**config.mk**
```make
export PLATFORM = sky130hd
export DESIGN_NAME = cache_fill_ctrl
export DESIGN_NICKNAME = d
export VERILOG_FILES = /design/src/rtl/cache_pkg.sv /design/src/rtl/cache_victim_select.sv /design/src/rtl/cache_fill_ctrl.sv
export SDC_FILE = /design/constraint.sdc
export NUM_CORES = 1
export LEC_CHECK = 0
export CAP_MARGIN = 20
export CORE_MARGIN = 5
export CORE_UTILIZATION = 35
export CTS_BUF_LIST = sky130_fd_sc_hd__clkbuf_8 sky130_fd_sc_hd__clkbuf_16
export CTS_CLUSTER_DIAMETER = 100
export CTS_CLUSTER_SIZE = 28
export DETAILED_ROUTE_END_ITERATION = 7
export HOLD_SLACK_MARGIN = 0.03
export PLACE_DENSITY = 0.85
export SLEW_MARGIN = 10
export SYNTH_ARGS = -nofsm -noshare
export SYNTH_HDL_FRONTEND = slang
export SYNTH_SLANG_ARGS = --single-unit
```
**constraint.sdc**
```tcl
create_clock -name clk -period 3.7 [get_ports clk]
set_input_delay 1.11 -clock clk [delete_from_list [all_inputs] [get_ports clk]]
set_output_delay 1.11 -clock clk [all_outputs]
set_load 0.05 [all_outputs]
```
**src/rtl/cache_pkg.sv**
```systemverilog
// Shared cache configuration, derived constants and fill-controller state encoding.
// Imported by the fill controller, the victim selector and the lookup path.
package cache_pkg;

    localparam int unsigned CACHE_LINES     = 256;
    localparam int unsigned LINE_SIZE_BYTES = 64;
    localparam int unsigned TAG_BITS        = 18;
    localparam int unsigned DATA_WIDTH      = 32;
    localparam int unsigned WAYS            = 4;

    localparam int unsigned WORDS       = LINE_SIZE_BYTES * 8 / DATA_WIDTH;
    localparam int unsigned OFFSET_BITS = $clog2(LINE_SIZE_BYTES);
    localparam int unsigned IDX_W       = $clog2(CACHE_LINES);
    localparam int unsigned WAY_W       = $clog2(WAYS);
    localparam int unsigned WORD_W      = $clog2(WORDS);
    localparam int unsigned ADDR_W      = TAG_BITS + IDX_W + OFFSET_BITS;

    typedef enum logic [2:0] {
        StIdle,
        StSelect,
        StWbRd,
        StWbReq,
        StFill,
        StCommit
    } fill_state_t;

    // Word-aligned byte address of one word of a line in the default configuration.
    function automatic logic [ADDR_W-1:0] build_addr(
        input logic [TAG_BITS-1:0] tag,
        input logic [IDX_W-1:0]    index,
        input logic [WORD_W-1:0]   word
    );
        return {tag, index, word, {(OFFSET_BITS - WORD_W){1'b0}}};
    endfunction

endpackage

```
**src/rtl/cache_victim_select.sv**
```systemverilog
// Combinational victim choice for one set: lowest invalid way, else lowest LRU-marked
// way, else way 0. Shared between the fill controller and the lookup path.
module cache_victim_select #(
    parameter int unsigned WAYS = cache_pkg::WAYS,
    localparam int unsigned WAY_W = (WAYS > 1) ? $clog2(WAYS) : 1
) (
    input  logic [WAYS-1:0]  valid,
    input  logic [WAYS-1:0]  lru,
    output logic [WAY_W-1:0] victim
);
    import cache_pkg::*;

    // Scan high to low so the lowest matching index wins; the invalid scan runs last
    // so it overrides any LRU choice.
    always_comb begin
        victim = '0;
        for (int i = int'(WAYS) - 1; i >= 0; i--) begin
            if (lru[i]) begin
                victim = WAY_W'(i);
            end
        end
        for (int i = int'(WAYS) - 1; i >= 0; i--) begin
            if (!valid[i]) begin
                victim = WAY_W'(i);
            end
        end
    end

endmodule

```
**src/rtl/cache_fill_ctrl.sv**
```systemverilog
// Miss handler: picks a victim, writes a dirty victim back word by word, refills the
// line from memory into the data array and commits the new tag.
module cache_fill_ctrl #(
    parameter int unsigned CACHE_LINES     = cache_pkg::CACHE_LINES,
    parameter int unsigned LINE_SIZE_BYTES = cache_pkg::LINE_SIZE_BYTES,
    parameter int unsigned TAG_BITS        = cache_pkg::TAG_BITS,
    parameter int unsigned DATA_WIDTH      = cache_pkg::DATA_WIDTH,
    parameter int unsigned WAYS            = cache_pkg::WAYS,
    localparam int unsigned WORDS  = LINE_SIZE_BYTES * 8 / DATA_WIDTH,
    localparam int unsigned IDX_W  = $clog2(CACHE_LINES),
    localparam int unsigned WAY_W  = $clog2(WAYS),
    localparam int unsigned WORD_W = $clog2(WORDS),
    localparam int unsigned ADDR_W = TAG_BITS + IDX_W + $clog2(LINE_SIZE_BYTES)
) (
    input  logic                     clk,
    input  logic                     rst,

    input  logic                     miss_valid,
    output logic                     miss_ready,
    input  logic [TAG_BITS-1:0]      miss_tag,
    input  logic [IDX_W-1:0]         miss_index,

    input  logic [WAYS-1:0]          set_valid,
    input  logic [WAYS-1:0]          set_dirty,
    input  logic [WAYS-1:0]          set_lru,
    input  logic [WAYS*TAG_BITS-1:0] set_tags,

    output logic                     rd_en,
    output logic [IDX_W-1:0]         rd_index,
    output logic [WAY_W-1:0]         rd_way,
    output logic [WORD_W-1:0]        rd_word,
    input  logic [DATA_WIDTH-1:0]    rd_data,

    output logic                     wr_en,
    output logic [IDX_W-1:0]         wr_index,
    output logic [WAY_W-1:0]         wr_way,
    output logic [WORD_W-1:0]        wr_word,
    output logic [DATA_WIDTH-1:0]    wr_data,

    output logic                     meta_we,
    output logic [IDX_W-1:0]         meta_index,
    output logic [WAY_W-1:0]         meta_way,
    output logic [TAG_BITS-1:0]      meta_tag,

    output logic                     mem_req_valid,
    input  logic                     mem_req_ready,
    output logic                     mem_req_we,
    output logic [ADDR_W-1:0]        mem_req_addr,
    output logic [DATA_WIDTH-1:0]    mem_req_wdata,
    input  logic                     mem_rsp_valid,
    input  logic [DATA_WIDTH-1:0]    mem_rsp_data,

    output logic                     fill_done,
    output logic [WAY_W-1:0]         fill_way
);
    import cache_pkg::*;

    localparam int unsigned BYTE_W = $clog2(LINE_SIZE_BYTES) - WORD_W;
    localparam int unsigned CNT_W  = WORD_W + 1;
    localparam logic [CNT_W-1:0]  CNT_FULL  = CNT_W'(WORDS);
    localparam logic [CNT_W-1:0]  CNT_LAST  = CNT_W'(WORDS - 1);
    localparam logic [WORD_W-1:0] WORD_LAST = WORD_W'(WORDS - 1);

    fill_state_t             state_q;
    logic                    miss_ready_q;
    logic [TAG_BITS-1:0]     tag_q;
    logic [IDX_W-1:0]        index_q;
    logic [WAY_W-1:0]        victim_q;
    logic [TAG_BITS-1:0]     vtag_q;
    logic [WORD_W-1:0]       word_q;
    logic                    wb_first_q;
    logic [DATA_WIDTH-1:0]   wdata_q;
    logic [CNT_W-1:0]        req_cnt_q;
    logic [CNT_W-1:0]        rsp_cnt_q;

    logic [WAY_W-1:0]        victim_sel;
    logic [TAG_BITS-1:0]     victim_tag;
    logic                    req_fire;

    cache_victim_select #(
        .WAYS (WAYS)
    ) u_victim_select (
        .valid  (set_valid),
        .lru    (set_lru),
        .victim (victim_sel)
    );

    assign victim_tag = set_tags[int'(victim_sel) * TAG_BITS +: TAG_BITS];
    assign req_fire   = mem_req_valid && mem_req_ready;
    assign miss_ready = miss_ready_q;

    always_ff @(posedge clk or posedge rst) begin
        if (rst) begin
            state_q      <= StIdle;
            miss_ready_q <= 1'b0;
            tag_q        <= '0;
            index_q      <= '0;
            victim_q     <= '0;
            vtag_q       <= '0;
            word_q       <= '0;
            wb_first_q   <= 1'b0;
            wdata_q      <= '0;
            req_cnt_q    <= '0;
            rsp_cnt_q    <= '0;
        end else begin
            unique case (state_q)
                StIdle: begin
                    if (miss_valid && miss_ready_q) begin
                        tag_q        <= miss_tag;
                        index_q      <= miss_index;
                        miss_ready_q <= 1'b0;
                        state_q      <= StSelect;
                    end else begin
                        miss_ready_q <= 1'b1;
                    end
                end
                StSelect: begin
                    victim_q  <= victim_sel;
                    vtag_q    <= victim_tag;
                    word_q    <= '0;
                    req_cnt_q <= '0;
                    rsp_cnt_q <= '0;
                    if (set_valid[victim_sel] && set_dirty[victim_sel]) begin
                        state_q <= StWbRd;
                    end else begin
                        state_q <= StFill;
                    end
                end
                StWbRd: begin
                    wb_first_q <= 1'b1;
                    state_q    <= StWbReq;
                end
                StWbReq: begin
                    // rd_data is only valid in the first cycle after the read; hold it.
                    if (wb_first_q) begin
                        wdata_q    <= rd_data;
                        wb_first_q <= 1'b0;
                    end
                    if (req_fire) begin
                        if (word_q == WORD_LAST) begin
                            state_q <= StFill;
                        end else begin
                            word_q  <= word_q + 1'b1;
                            state_q <= StWbRd;
                        end
                    end
                end
                StFill: begin
                    if (req_fire) begin
                        req_cnt_q <= req_cnt_q + 1'b1;
                    end
                    if (wr_en) begin
                        rsp_cnt_q <= rsp_cnt_q + 1'b1;
                        if (rsp_cnt_q == CNT_LAST) begin
                            state_q <= StCommit;
                        end
                    end
                end
                StCommit: begin
                    miss_ready_q <= 1'b1;
                    state_q      <= StIdle;
                end
                default: begin
                    state_q <= StIdle;
                end
            endcase
        end
    end

    // All outputs decode from registered state; only the fill write path and the
    // first writeback word pass an input straight through.
    always_comb begin
        rd_en         = 1'b0;
        rd_index      = '0;
        rd_way        = '0;
        rd_word       = '0;
        wr_en         = 1'b0;
        wr_index      = '0;
        wr_way        = '0;
        wr_word       = '0;
        wr_data       = '0;
        meta_we       = 1'b0;
        meta_index    = '0;
        meta_way      = '0;
        meta_tag      = '0;
        mem_req_valid = 1'b0;
        mem_req_we    = 1'b0;
        mem_req_addr  = '0;
        mem_req_wdata = '0;
        fill_done     = 1'b0;
        fill_way      = '0;
        unique case (state_q)
            StWbRd: begin
                rd_en    = 1'b1;
                rd_index = index_q;
                rd_way   = victim_q;
                rd_word  = word_q;
            end
            StWbReq: begin
                mem_req_valid = 1'b1;
                mem_req_we    = 1'b1;
                mem_req_addr  = {vtag_q, index_q, word_q, {BYTE_W{1'b0}}};
                mem_req_wdata = wb_first_q ? rd_data : wdata_q;
            end
            StFill: begin
                if (req_cnt_q < CNT_FULL) begin
                    mem_req_valid = 1'b1;
                    mem_req_addr  = {tag_q, index_q, req_cnt_q[WORD_W-1:0], {BYTE_W{1'b0}}};
                end
                if (mem_rsp_valid && (rsp_cnt_q < CNT_FULL)) begin
                    wr_en    = 1'b1;
                    wr_index = index_q;
                    wr_way   = victim_q;
                    wr_word  = rsp_cnt_q[WORD_W-1:0];
                    wr_data  = mem_rsp_data;
                end
            end
            StCommit: begin
                meta_we    = 1'b1;
                meta_index = index_q;
                meta_way   = victim_q;
                meta_tag   = tag_q;
                fill_done  = 1'b1;
                fill_way   = victim_q;
            end
            default: begin
            end
        endcase
    end

endmodule

```
After elaboration in Yosys (flattened, before gate mapping)
Index checks and enable logic that the tools add are counted.
{"block": "totals", "register_bits": 97, "input_bits": 179, "output_inout_bits": 161}
{"block": "classes", "addsub": 3, "multipliers": 1, "n_lt_le_gt_ge": 3, "n_eq_ne": 13, "n_shift": 1, "mux": 54, "n_reduce_logical": 14}
{"operator": "32-bit 2-to-1 mux", "count": 5}
{"operator": "72-bit by 8-bit variable part select with 18-bit output", "count": 1}
{"operator": "32-bit case mux with 2 select lines", "count": 1}
{"operator": "8-bit 2-to-1 mux", "count": 4}
{"operator": "2-bit 2-to-1 mux", "count": 12}
{"operator": "4-bit 2-to-1 mux", "count": 5}
{"operator": "5-bit case mux with 2 select lines", "count": 2}
{"operator": "18-bit 2-to-1 mux", "count": 1}
{"operator": "3-bit 2-to-1 mux", "count": 6}
{"operator": "3-bit case mux with 5 select lines", "count": 1}
{"operator": "2-bit != test (second input constant)", "count": 6}
{"operator": "5-bit by 1-bit adder with 5-bit output (second input constant)", "count": 2}
{"operator": "5-bit < comparator (second input constant)", "count": 2}
{"operator": "5-bit 2-to-1 mux", "count": 2}
{"operator": "1-bit 2-to-1 mux", "count": 9}
{"operator": "4-bit case mux with 2 select lines", "count": 1}
{"operator": "2-bit nonzero test", "count": 4}
{"operator": "3-bit by 2-bit == test with 1-bit output (second input constant)", "count": 2}
{"operator": "3-bit == test (second input constant)", "count": 2}
{"operator": "2-bit by 4-bit multiplier with 6-bit output (second input constant)", "count": 1}
{"operator": "1-bit case mux with 2 select lines", "count": 3}
{"operator": "2-bit AND reduction", "count": 3}
{"operator": "5-bit by 4-bit == test with 1-bit output (second input constant)", "count": 1}
{"operator": "4-bit by 1-bit adder with 4-bit output (second input constant)", "count": 1}
{"operator": "8 further kinds", "count": 12}

Depth between registers and ports, before layout
Gate-level depths: netlist (run 1).
{"block": "depth", "depth_word": 13, "depth_mapped": 8, "mapped_depth_nobuf": 6}

Modules after synthesis
From an unflattened synthesis (run 1), not the netlist that was laid out.
{"block": "unflattened", "hier_cells": 537, "area_unflattened_um2": 5980.7}
{"module": "cache_fill_ctrl", "instances": 1, "cells_each": 526, "area_per_inst_um2": 5925.7, "seq_area_each_um2": 2427.3}
{"module": "cache_victim_select", "instances": 1, "cells_each": 11, "area_per_inst_um2": 55.1, "seq_area_each_um2": 0.0}

Least setup slack after synthesis (run 1)
Ideal clock, no wire load.
{"block": "synth_timing", "path_type": "input to output", "from": "input mem_rsp_valid", "to": "output wr_index[0]", "t_arrival_ns": 2.653, "required_time_ns": 2.590, "setup_slack_ns": -0.063, "cell_stages": 4, "path_cell_list": "nor2b_1 > and3_1 > clkbuf_1 > and2_1"}
{"block": "synth_between", "elab_chain_cells": 3}
{"item": "start, declared", "line": "cache_fill_ctrl.sv:50", "rtl": "input logic mem_rsp_valid,"}
{"item": "1-bit logical AND", "line": "cache_fill_ctrl.sv:210", "rtl": "if (mem_rsp_valid && (rsp_cnt_q < CNT_FULL)) begin"}
{"item": "8-bit 2-to-1 mux", "line": "cache_fill_ctrl.sv:210"}
{"item": "8-bit 2-to-1 mux", "line": "cache_fill_ctrl.sv:192", "rtl": "unique case (state_q)"}
{"item": "end, declared", "line": "cache_fill_ctrl.sv:35", "rtl": "output logic [IDX_W-1:0] wr_index,"}
No other way between the ends.

Worst setup path in the final report (run 1)
{"block": "layout_timing", "from": "input mem_rsp_valid", "to": "output wr_data[28]"}
{"block": "layout_between", "elab_chain_cells": 3}
{"item": "1-bit logical AND", "line": "cache_fill_ctrl.sv:210"}
{"item": "32-bit 2-to-1 mux", "line": "cache_fill_ctrl.sv:210"}
{"item": "32-bit 2-to-1 mux", "line": "cache_fill_ctrl.sv:192"}
{"item": "end, declared", "line": "cache_fill_ctrl.sv:38", "rtl": "output logic [DATA_WIDTH-1:0] wr_data,"}
No other way between the ends.

==> results of run 1 <==
## final timing paths
| path | startpoint | to | slack [ns] |
|---|---|---|---|
| max | mem_rsp_valid | wr_data[28] | 0.05 |
| min | vtag_q[13] | vtag_q[13] | 0.49 |
| max reg2reg | state_q[1] | vtag_q[10] | 0.87 |
| min reg2reg | vtag_q[13] | vtag_q[13] | 0.49 |
| max in group asynchronous | rst | wb_first_q | 1.83 |
| min in group asynchronous | rst | wdata_q[29] | 1.19 |
## critical path, cell delays in order
cell,delay (ns)
sky130_fd_sc_hd__clkdlybuf4s50_1,0.48
sky130_fd_sc_hd__nor2b_2,0.18
sky130_fd_sc_hd__and3_4,0.26
sky130_fd_sc_hd__buf_12,0.16
sky130_fd_sc_hd__and2_1,0.20
sky130_fd_sc_hd__buf_12,0.15
## kinds of logic after synthesis
family,count (synthesis)
adder cells (fa/ha/maj),4
AO/OA/AOI/OAI,72
AND/OR/NAND/NOR,209
XOR/XNOR,5
buffers and inverters,57
multiplexers,130
flip-flops,97
other,1
## synth_stat cells, types with 4 or more instances
library cell | count | share of area
sky130_fd_sc_hd__and3_1 | 30 | 0.032
sky130_fd_sc_hd__a21oi_1 | 8 | 0.0067
sky130_fd_sc_hd__inv_1 | 8 | 0.0051
sky130_fd_sc_hd__clkbuf_1 | 21 | 0.013
sky130_fd_sc_hd__o221ai_2 | 9 | 0.023
sky130_fd_sc_hd__mux2i_1 | 72 | 0.12
sky130_fd_sc_hd__dfrtp_1 | 97 | 0.41
sky130_fd_sc_hd__buf_4 | 9 | 0.011
sky130_fd_sc_hd__nand2b_1 | 4 | 0.0042
sky130_fd_sc_hd__and2_1 | 60 | 0.063
sky130_fd_sc_hd__nor2_1 | 52 | 0.033
sky130_fd_sc_hd__buf_2 | 13 | 0.011
sky130_fd_sc_hd__mux2_2 | 56 | 0.11
sky130_fd_sc_hd__o221ai_1 | 9 | 0.013
sky130_fd_sc_hd__xor2_1 | 4 | 0.0059
sky130_fd_sc_hd__nand3_1 | 6 | 0.0051
sky130_fd_sc_hd__o21ai_0 | 7 | 0.0059
sky130_fd_sc_hd__a22o_1 | 21 | 0.031
sky130_fd_sc_hd__nand2_1 | 33 | 0.021
sky130_fd_sc_hd__nor2b_1 | 11 | 0.012
sky130_fd_sc_hd__ha_1 | 4 | 0.0084
## stage by stage
| stage | total power [mW] | utilization |
|---|---|---|
| finish | 6.71 | 0.682 |
| floorplan | 3.97 | - |
| detailed placement | 5.71 | 0.659 |
| CTS | 6.73 | 0.682 |
| global placement | 5.59 | 0.659 |
| global route | 7.01 | 0.682 |
## final cells by class
type | instances | area, µm²
Clock inverter | 7 | 80.1
Clock buffer | 9 | 225
Sequential cell | 97 | 2430
Tap cell | 220 | 275
Multi-Input combinational cell | 422 | 3280
Inverter | 9 | 36.3
Timing Repair Buffer | 359 | 4980
Fill cell | 1216 | 5280
## report_power, final
part,switching [mW],total [mW],internal [mW]
Combinational,1.98,3.80,1.82
Clock,0.401,0.983,0.583
Sequential,0.430,1.93,1.50
## metal layers
layer / vias to the layer above / GRT usage / share of wire / wire length, µm
met5: - / 0 / 0 / 0
met3: 35 / 0.0542 / 0.074 / 1720
met4: 0 / 0.0688 / 0.022 / 516
li1: 2680 / - / - / -
met2: 276 / 0.415 / 0.54 / 12400
met1: 2834 / 0.258 / 0.37 / 8550
## what timing repair did
action                     4_1_cts  5_1_grt
cloned                           1        0
setup endpoints to repair       34        1
resized for setup               18        1
buffers inserted                 0        0
## flip-flops by register name, summed over array words and instances (netlist names)
name,cells
index_q,8
miss_ready,1
req_cnt_q,5
rsp_cnt_q,5
state_q,3
tag_q,18
victim_q,2
vtag_q,18
wb_first_q,1
wdata_q,32
word_q,4
==> impl_table.tex, run 1 <==
\begin{tabular}{lr}
\hline
Metric & Value \\
\hline
\multicolumn{2}{l}{\textbf{CTS}} \\
Clock tree from TritonCTS & yes \\
Clock latency on the worst-skew pair & 0.34 ns \\
Number of buffers added by the clock tree synthesis step & 9 \\
Number of levels in the clock H-tree & 3 \\
Maximum number of buffers from clock root to sink & 2 \\
Total clock sinks & 97 \\
Clock transition at the register clock pins on the worst setup and hold paths after CTS & around 0.06 ns \\
Buffer cell driving the clock tree root & sky130\_fd\_sc\_hd\_\_clkbuf\_16 \\
CTS Hold Buffers Added & 0 \\
\multicolumn{2}{l}{\textbf{Cells and area}} \\
Most common library cell in the layout ignoring fill and taps & sky130\_fd\_sc\_hd\_\_clkdlybuf4s50\_1 \\
Leading cell types in the layout, fill and taps excluded & 180 x sky130\_fd\_sc\_hd\_\_clkdlybuf4s50\_1, 145 x sky130\_fd\_sc\_hd\_\_buf\_12, 96 x sky130\_fd\_sc\_hd\_\_dfrtp\_1 \\
Post-route cell area & $\sim$11000 µm² \\
Non-filler instance count after layout & around 1100 \\
Number of diodes added for antenna fixing & 0 \\
Area added between synthesis and finish & 90.6\% \\
Share of layout cells above drive strength 1 & 0.312 \\
Final layout net count & between 1000 and 1500 \\
\multicolumn{2}{l}{\textbf{Timing}} \\
Setup TNS after final layout & 0 ns \\
Max-slew headroom & 0.332 \\
Final period util & 0.987 \\
Maximum achievable frequency & roughly 0.27 GHz \\
Max Transition Viols Final & 0 \\
Least-Margin Pin Slew & approximately 1 ns \\
RSZ-0062 raised after global routing & false \\
Hold Violations, Final & 0 \\
Minimum hold slack & between 0.4 and 0.5 ns \\
Worst-case clock skew & 0.00869 ns \\
Final critical delay including setup and external delays & 3.65 ns \\
Final setup vio count & 0 \\
Final worst setup slack & around 0.046 ns \\
\multicolumn{2}{l}{\textbf{Yosys}} \\
Post-synth EDFFs & 0 \\
Total standard cell area after synthesis & between 5000 and 6000 µm² \\
Async set-reset flop share out of synthesis & 1.00 \\
Complex-gate fraction of the synthesized area & 0.104 \\
Post-Synth Adder-Cell Area & 0.00844 \\
Xor-xnor portion of the synthesized cell area & 0.00738 \\
Combinational family with the most area after synthesis & multiplexers \\
Number of instances in the synthesized netlist & 575 \\
Mux cell area share after synthesis & 0.232 \\
Fraction of the mapped netlist area in simple logic gates & 0.190 \\
Synthesized area per cell & between 10 and 15 µm² \\
Dominant register cell in the synthesized netlist & sky130\_fd\_sc\_hd\_\_dfrtp\_1 \\
Count of unique library cells instantiated by Yosys & 52 \\
Sequential area share after synthesis & 0.409 \\
Yosys synthesis warning count & 0 \\
Number of flip-flops and latches in the synthesized netlist & slightly below 100 \\
\multicolumn{2}{l}{\textbf{Die}} \\
Chip Width & approximately 140 µm \\
Number of cell rows & between 40 and 50 \\
Starting density of the core & 0.358 \\
Die area & between 15000 and 20000 µm² \\
Floorplan Core Area & $\sim$17000 µm² \\
Height of the chip & approximately 140 µm \\
Number of top-level pins & 340 \\
\multicolumn{2}{l}{\textbf{Critical path}} \\
Kind of start point of the critical path & primary input \\
Crit Path Max Fanout & 24 \\
Kind of end point of the critical path & output pin \\
Required time worst endpoint & roughly 2.6 ns \\
Kind of critical path & primary input to output pin \\
Count of cells along the worst register-to-register path & 4 \\
Crit path arrival time & $\sim$2.5 ns \\
\multicolumn{2}{l}{\textbf{Place}} \\
Post-placement setup slack & -0.0151 ns \\
Weighted congestion at the end of routability-driven global placement & $\sim$0.9 \\
Input/output buffers & approximately 340 \\
DP HPWL & roughly 18000 µm \\
Placed instance count & approximately 1100 \\
Placed instance area & around 11000 µm² \\
\multicolumn{2}{l}{\textbf{Detailed routing}} \\
Remaining design rule violation count & 0 \\
Routed wire length per instance & 20.7 µm \\
First-pass iteration count of the detailed router & 5 \\
DRC violation total after the first TritonRoute iteration & approximately 320 \\
Final routed wirelength across all metal layers & 23200 µm \\
Final ANT Viol Nets & 0 \\
Via density per instance & between 5 and 6 \\
Via count & between 5000 and 6000 \\
\multicolumn{2}{l}{\textbf{Global route}} \\
Largest net degree at the start of global routing & 45 \\
Via count of the first global-routing pass & around 6000 \\
Initial antenna violation count & 0 \\
First-pass GRT wire length & 35100 µm \\
Total GRT Usage & 0.226 \\
Global route overflow & 0 \\
\multicolumn{2}{l}{\textbf{Pwr}} \\
Leakage power of the design & between 4 and 5 nW \\
P per Cell Area & 594 nW/µm² \\
Highest ir drop seen on vdd & roughly 0.31 mV \\
\multicolumn{2}{l}{\textbf{Job}} \\
Max-cap violations & 0 \\
\multicolumn{2}{l}{\textbf{Status}} \\
Outcome & finished, final reports clean \\
\multicolumn{2}{l}{\textbf{Hold path}} \\
Number of stages on the worst hold path & 2 \\
Worst hold path type & flip-flop to flip-flop \\
\hline
\end{tabular}
(Power assumes the default switching activity.)
==> run 2: changes to the inputs <==
--- a/config.mk
+++ b/config.mk
@@ -14,6 +14,7 @@
 export DETAILED_ROUTE_END_ITERATION = 7
 export HOLD_SLACK_MARGIN = 0.03
 export PLACE_DENSITY = 0.85
+export SKIP_LAST_GASP = 1
 export SLEW_MARGIN = 10
 export SYNTH_ARGS = -nofsm -noshare
 export SYNTH_HDL_FRONTEND = slang
==> results of run 2 <==
Final layout, timing and power as in run 1 (identical DEF).
==> run 3: changes to the inputs <==
--- a/config.mk
+++ b/config.mk
@@ -8,7 +8,6 @@
 export CAP_MARGIN = 20
 export CORE_MARGIN = 5
 export CORE_UTILIZATION = 35
-export CTS_BUF_LIST = sky130_fd_sc_hd__clkbuf_8 sky130_fd_sc_hd__clkbuf_16
 export CTS_CLUSTER_DIAMETER = 100
 export CTS_CLUSTER_SIZE = 28
 export DETAILED_ROUTE_END_ITERATION = 7
==> run 3 against run 2 <==
Compared with the run above:
- critical path depth unchanged
- clock skew hardly changed
- worst setup slack hardly changed
- via count down 0.10%
- worst hold slack is the same
- count of clock-buffer cells in the layout rose by 4
- final cell count stayed put
- clock power is 1% higher
- first-iteration DRC count grew 0.93%
- power increased by 0.14%
- cell area stayed put
- die area unchanged
- largest power group unchanged
- highest routed layer unchanged
==> impl_table.tex, run 3 (synthesized netlist as in run 1, its figures left out) <==
\begin{tabular}{lr}
\hline
Metric & Value \\
\hline
\multicolumn{2}{l}{\textbf{CTS}} \\
CTS Hold Buffers Added & 0 \\
Clock latency on the worst-skew pair & between 0.3 and 0.4 ns \\
Total clock sinks & 97 \\
Clock tree from TritonCTS & yes \\
Buffer cell driving the clock tree root & sky130\_fd\_sc\_hd\_\_clkbuf\_16 \\
Number of levels in the clock H-tree & 3 \\
Number of buffers added by the clock tree synthesis step & 9 \\
Setup Buffers After CTS & 0 \\
Maximum number of buffers from clock root to sink & 2 \\
Clock transition at the register clock pins on the worst setup and hold paths after CTS & around 0.060 ns \\
\multicolumn{2}{l}{\textbf{Critical path}} \\
Kind of end point of the critical path & output pin \\
Crit path arrival time & roughly 2.5 ns \\
Required time worst endpoint & 2.59 ns \\
Kind of critical path & primary input to output pin \\
Start point of the critical path & mem\_rsp\_valid \\
Slowest cell delay on critical path & between 0.4 and 0.5 ns \\
Crit Path Max Fanout & 24 \\
Startpoint of the worst register-to-register path & state\_q[1] \\
Cell-by-cell listing of the critical path & clkdlybuf4s50\_1, nor2b\_2, and3\_4, buf\_12, and2\_1, buf\_12 \\
Count of cells along the worst register-to-register path & 4 \\
Register-to-register setup slack & $\sim$0.87 ns \\
Endpoint of the worst-slack reg-to-reg timing path & vtag\_q[10] \\
Critical Path Most Common Cell & sky130\_fd\_sc\_hd\_\_buf\_12 \\
Cell at the slowest stage of the critical path & sky130\_fd\_sc\_hd\_\_clkdlybuf4s50\_1 \\
Kind of start point of the critical path & primary input \\
\multicolumn{2}{l}{\textbf{Detailed routing}} \\
First-pass iteration count of the detailed router & 4 \\
Final routed wirelength across all metal layers & 23200 µm \\
Via count & between 5000 and 6000 \\
Final ANT Viol Nets & 0 \\
Via density per instance & 5.18 \\
Remaining design rule violation count & 0 \\
DRC violation total after the first TritonRoute iteration & 327 \\
Routed wire length per instance & just over 20 µm \\
\multicolumn{2}{l}{\textbf{Status}} \\
Outcome & finished, final reports clean \\
\multicolumn{2}{l}{\textbf{Die}} \\
Die area & 19700 µm² \\
Starting density of the core & 0.358 \\
Height of the chip & about 140 µm \\
Number of cell rows & 47 \\
Floorplan Core Area & roughly 17000 µm² \\
Chip Width & between 100 and 150 µm \\
Number of top-level pins & 340 \\
\multicolumn{2}{l}{\textbf{Cells and area}} \\
Final layout net count & roughly 1100 \\
Post-route cell area & 11300 µm² \\
Number of diodes added for antenna fixing & 0 \\
Top reg by flops & wdata\_q \\
Leading cell types in the layout, fill and taps excluded & 180 x sky130\_fd\_sc\_hd\_\_clkdlybuf4s50\_1, 145 x sky130\_fd\_sc\_hd\_\_buf\_12, 96 x sky130\_fd\_sc\_hd\_\_dfrtp\_1 \\
Largest registers in the final layout & wdata\_q (32), tag\_q (18), vtag\_q (18) \\
Share of layout cells above drive strength 1 & 0.312 \\
Area added between synthesis and finish & 90.6\% \\
Most common library cell in the layout ignoring fill and taps & sky130\_fd\_sc\_hd\_\_clkdlybuf4s50\_1 \\
Flip-flop count of the largest register after layout & 32 \\
Area occupied by multi-input gates & $\sim$3300 µm² \\
Number of inserted filler cells in the final layout & 1216 \\
Storage cell area & 2430 µm² \\
\multicolumn{2}{l}{\textbf{Place}} \\
Placed instance area & 10900 µm² \\
Post-placement setup slack & -0.0151 ns \\
Weighted congestion at the end of routability-driven global placement & a little under 0.9 \\
DP HPWL & 18100 µm \\
Input/output buffers & 337 \\
\multicolumn{2}{l}{\textbf{Global route}} \\
Largest net degree at the start of global routing & 45 \\
Global Route met1 Usage & 0.258 \\
GR met3 Demand/Resource & 0.0542 \\
First-pass GRT wire length & around 35000 µm \\
Met2 GRT Util & 0.415 \\
Global route overflow & 0 \\
Via count of the first global-routing pass & between 6000 and 7000 \\
Initial antenna violation count & 0 \\
Total GRT Usage & 0.226 \\
Busiest metal layer after global routing & met2 \\
\multicolumn{2}{l}{\textbf{Timing}} \\
RSZ-0062 raised after global routing & false \\
Final worst setup slack & 0.0460 ns \\
Max Transition Viols Final & 0 \\
Final critical delay including setup and external delays & 3.65 ns \\
Hold Violations, Final & 0 \\
Maximum achievable frequency & approximately 0.27 GHz \\
Least-Margin Pin Slew & 0.999 ns \\
Final period util & 0.988 \\
Worst-case clock skew & $\sim$0.0084 ns \\
Final setup vio count & 0 \\
Max-slew headroom & 0.334 \\
\multicolumn{2}{l}{\textbf{Pwr}} \\
Highest ir drop seen on vdd & a little over 0.3 mV \\
Overall power consumption & approximately 6.7 mW \\
Leakage power of the design & about 5.0 nW \\
P per Cell Area & 594 nW/µm² \\
\multicolumn{2}{l}{\textbf{Hold path}} \\
Worst hold path type & flip-flop to flip-flop \\
Endpoint of the worst hold path & vtag\_q[13] \\
Number of stages on the worst hold path & 2 \\
Min-Delay Startpoint & vtag\_q[13] \\
\multicolumn{2}{l}{\textbf{Job}} \\
Max-cap violations & 0 \\
\hline
\end{tabular}
==> run 3: stage by stage <==
step	TNS (ns)	hold slack, ns	cells	utilization
final	0	0.492	1123	0.682
after global routing	0	0.524	1123	0.682
after CTS	0	0.493	1123	0.682
after detailed placement	-0.0379	0.473	1106	0.659
after global placement	0	0.474	1106	0.659
after floorplan	0	0.456	576	-
==> run 3: repair_timing <==
item	in CTS	in global routing
pin swaps	0	0
gates resized for setup	18	1
setup endpoints to repair	34	1
gates cloned	1	0
==> run 3: final cells by class <==
class / count / area share
clock buffers: 13 / 0.0212
clock inverters: 3 / 0.00575
inverters: 9 / 0.00321
multi-input cells: 422 / 0.290
flip-flops and latches: 97 / 0.215
well taps: 220 / 0.0243
repair buffers: 359 / 0.440
==> run 3: worst max-delay path by stage <==
stage	depth (start not counted)	to	slack, ns
2_1_floorplan	1	index_q[0]	0.06
3_3_place_gp	6	wr_index[4]	0.09
3_5_place_dp	6	wr_word[2]	-0.02
4_1_cts	6	wr_word[2]	0.04
5_1_grt	6	wr_word[2]	0.004
6_report	6	wr_data[28]	0.05
==> run 3: metal layers <==
layer,up-vias,share of wire
li1,2679,-
met1,2846,0.37
met2,261,0.54
met3,33,0.073
met4,0,0.021
met5,-,0
==> run 3: power breakdown <==
group          internal (mW)  switching (mW)  total (mW)
clock network          0.594           0.400       0.994
logic                   1.82            1.98        3.80
registers               1.50           0.429        1.93
==> run 3: critical path, delay by kind of cell <==
| family | cells | cell delay, ns |
|---|---|---|
| buffers and inverters | 3 | 0.79 |
| AND/OR/NAND/NOR | 3 | 0.64 |
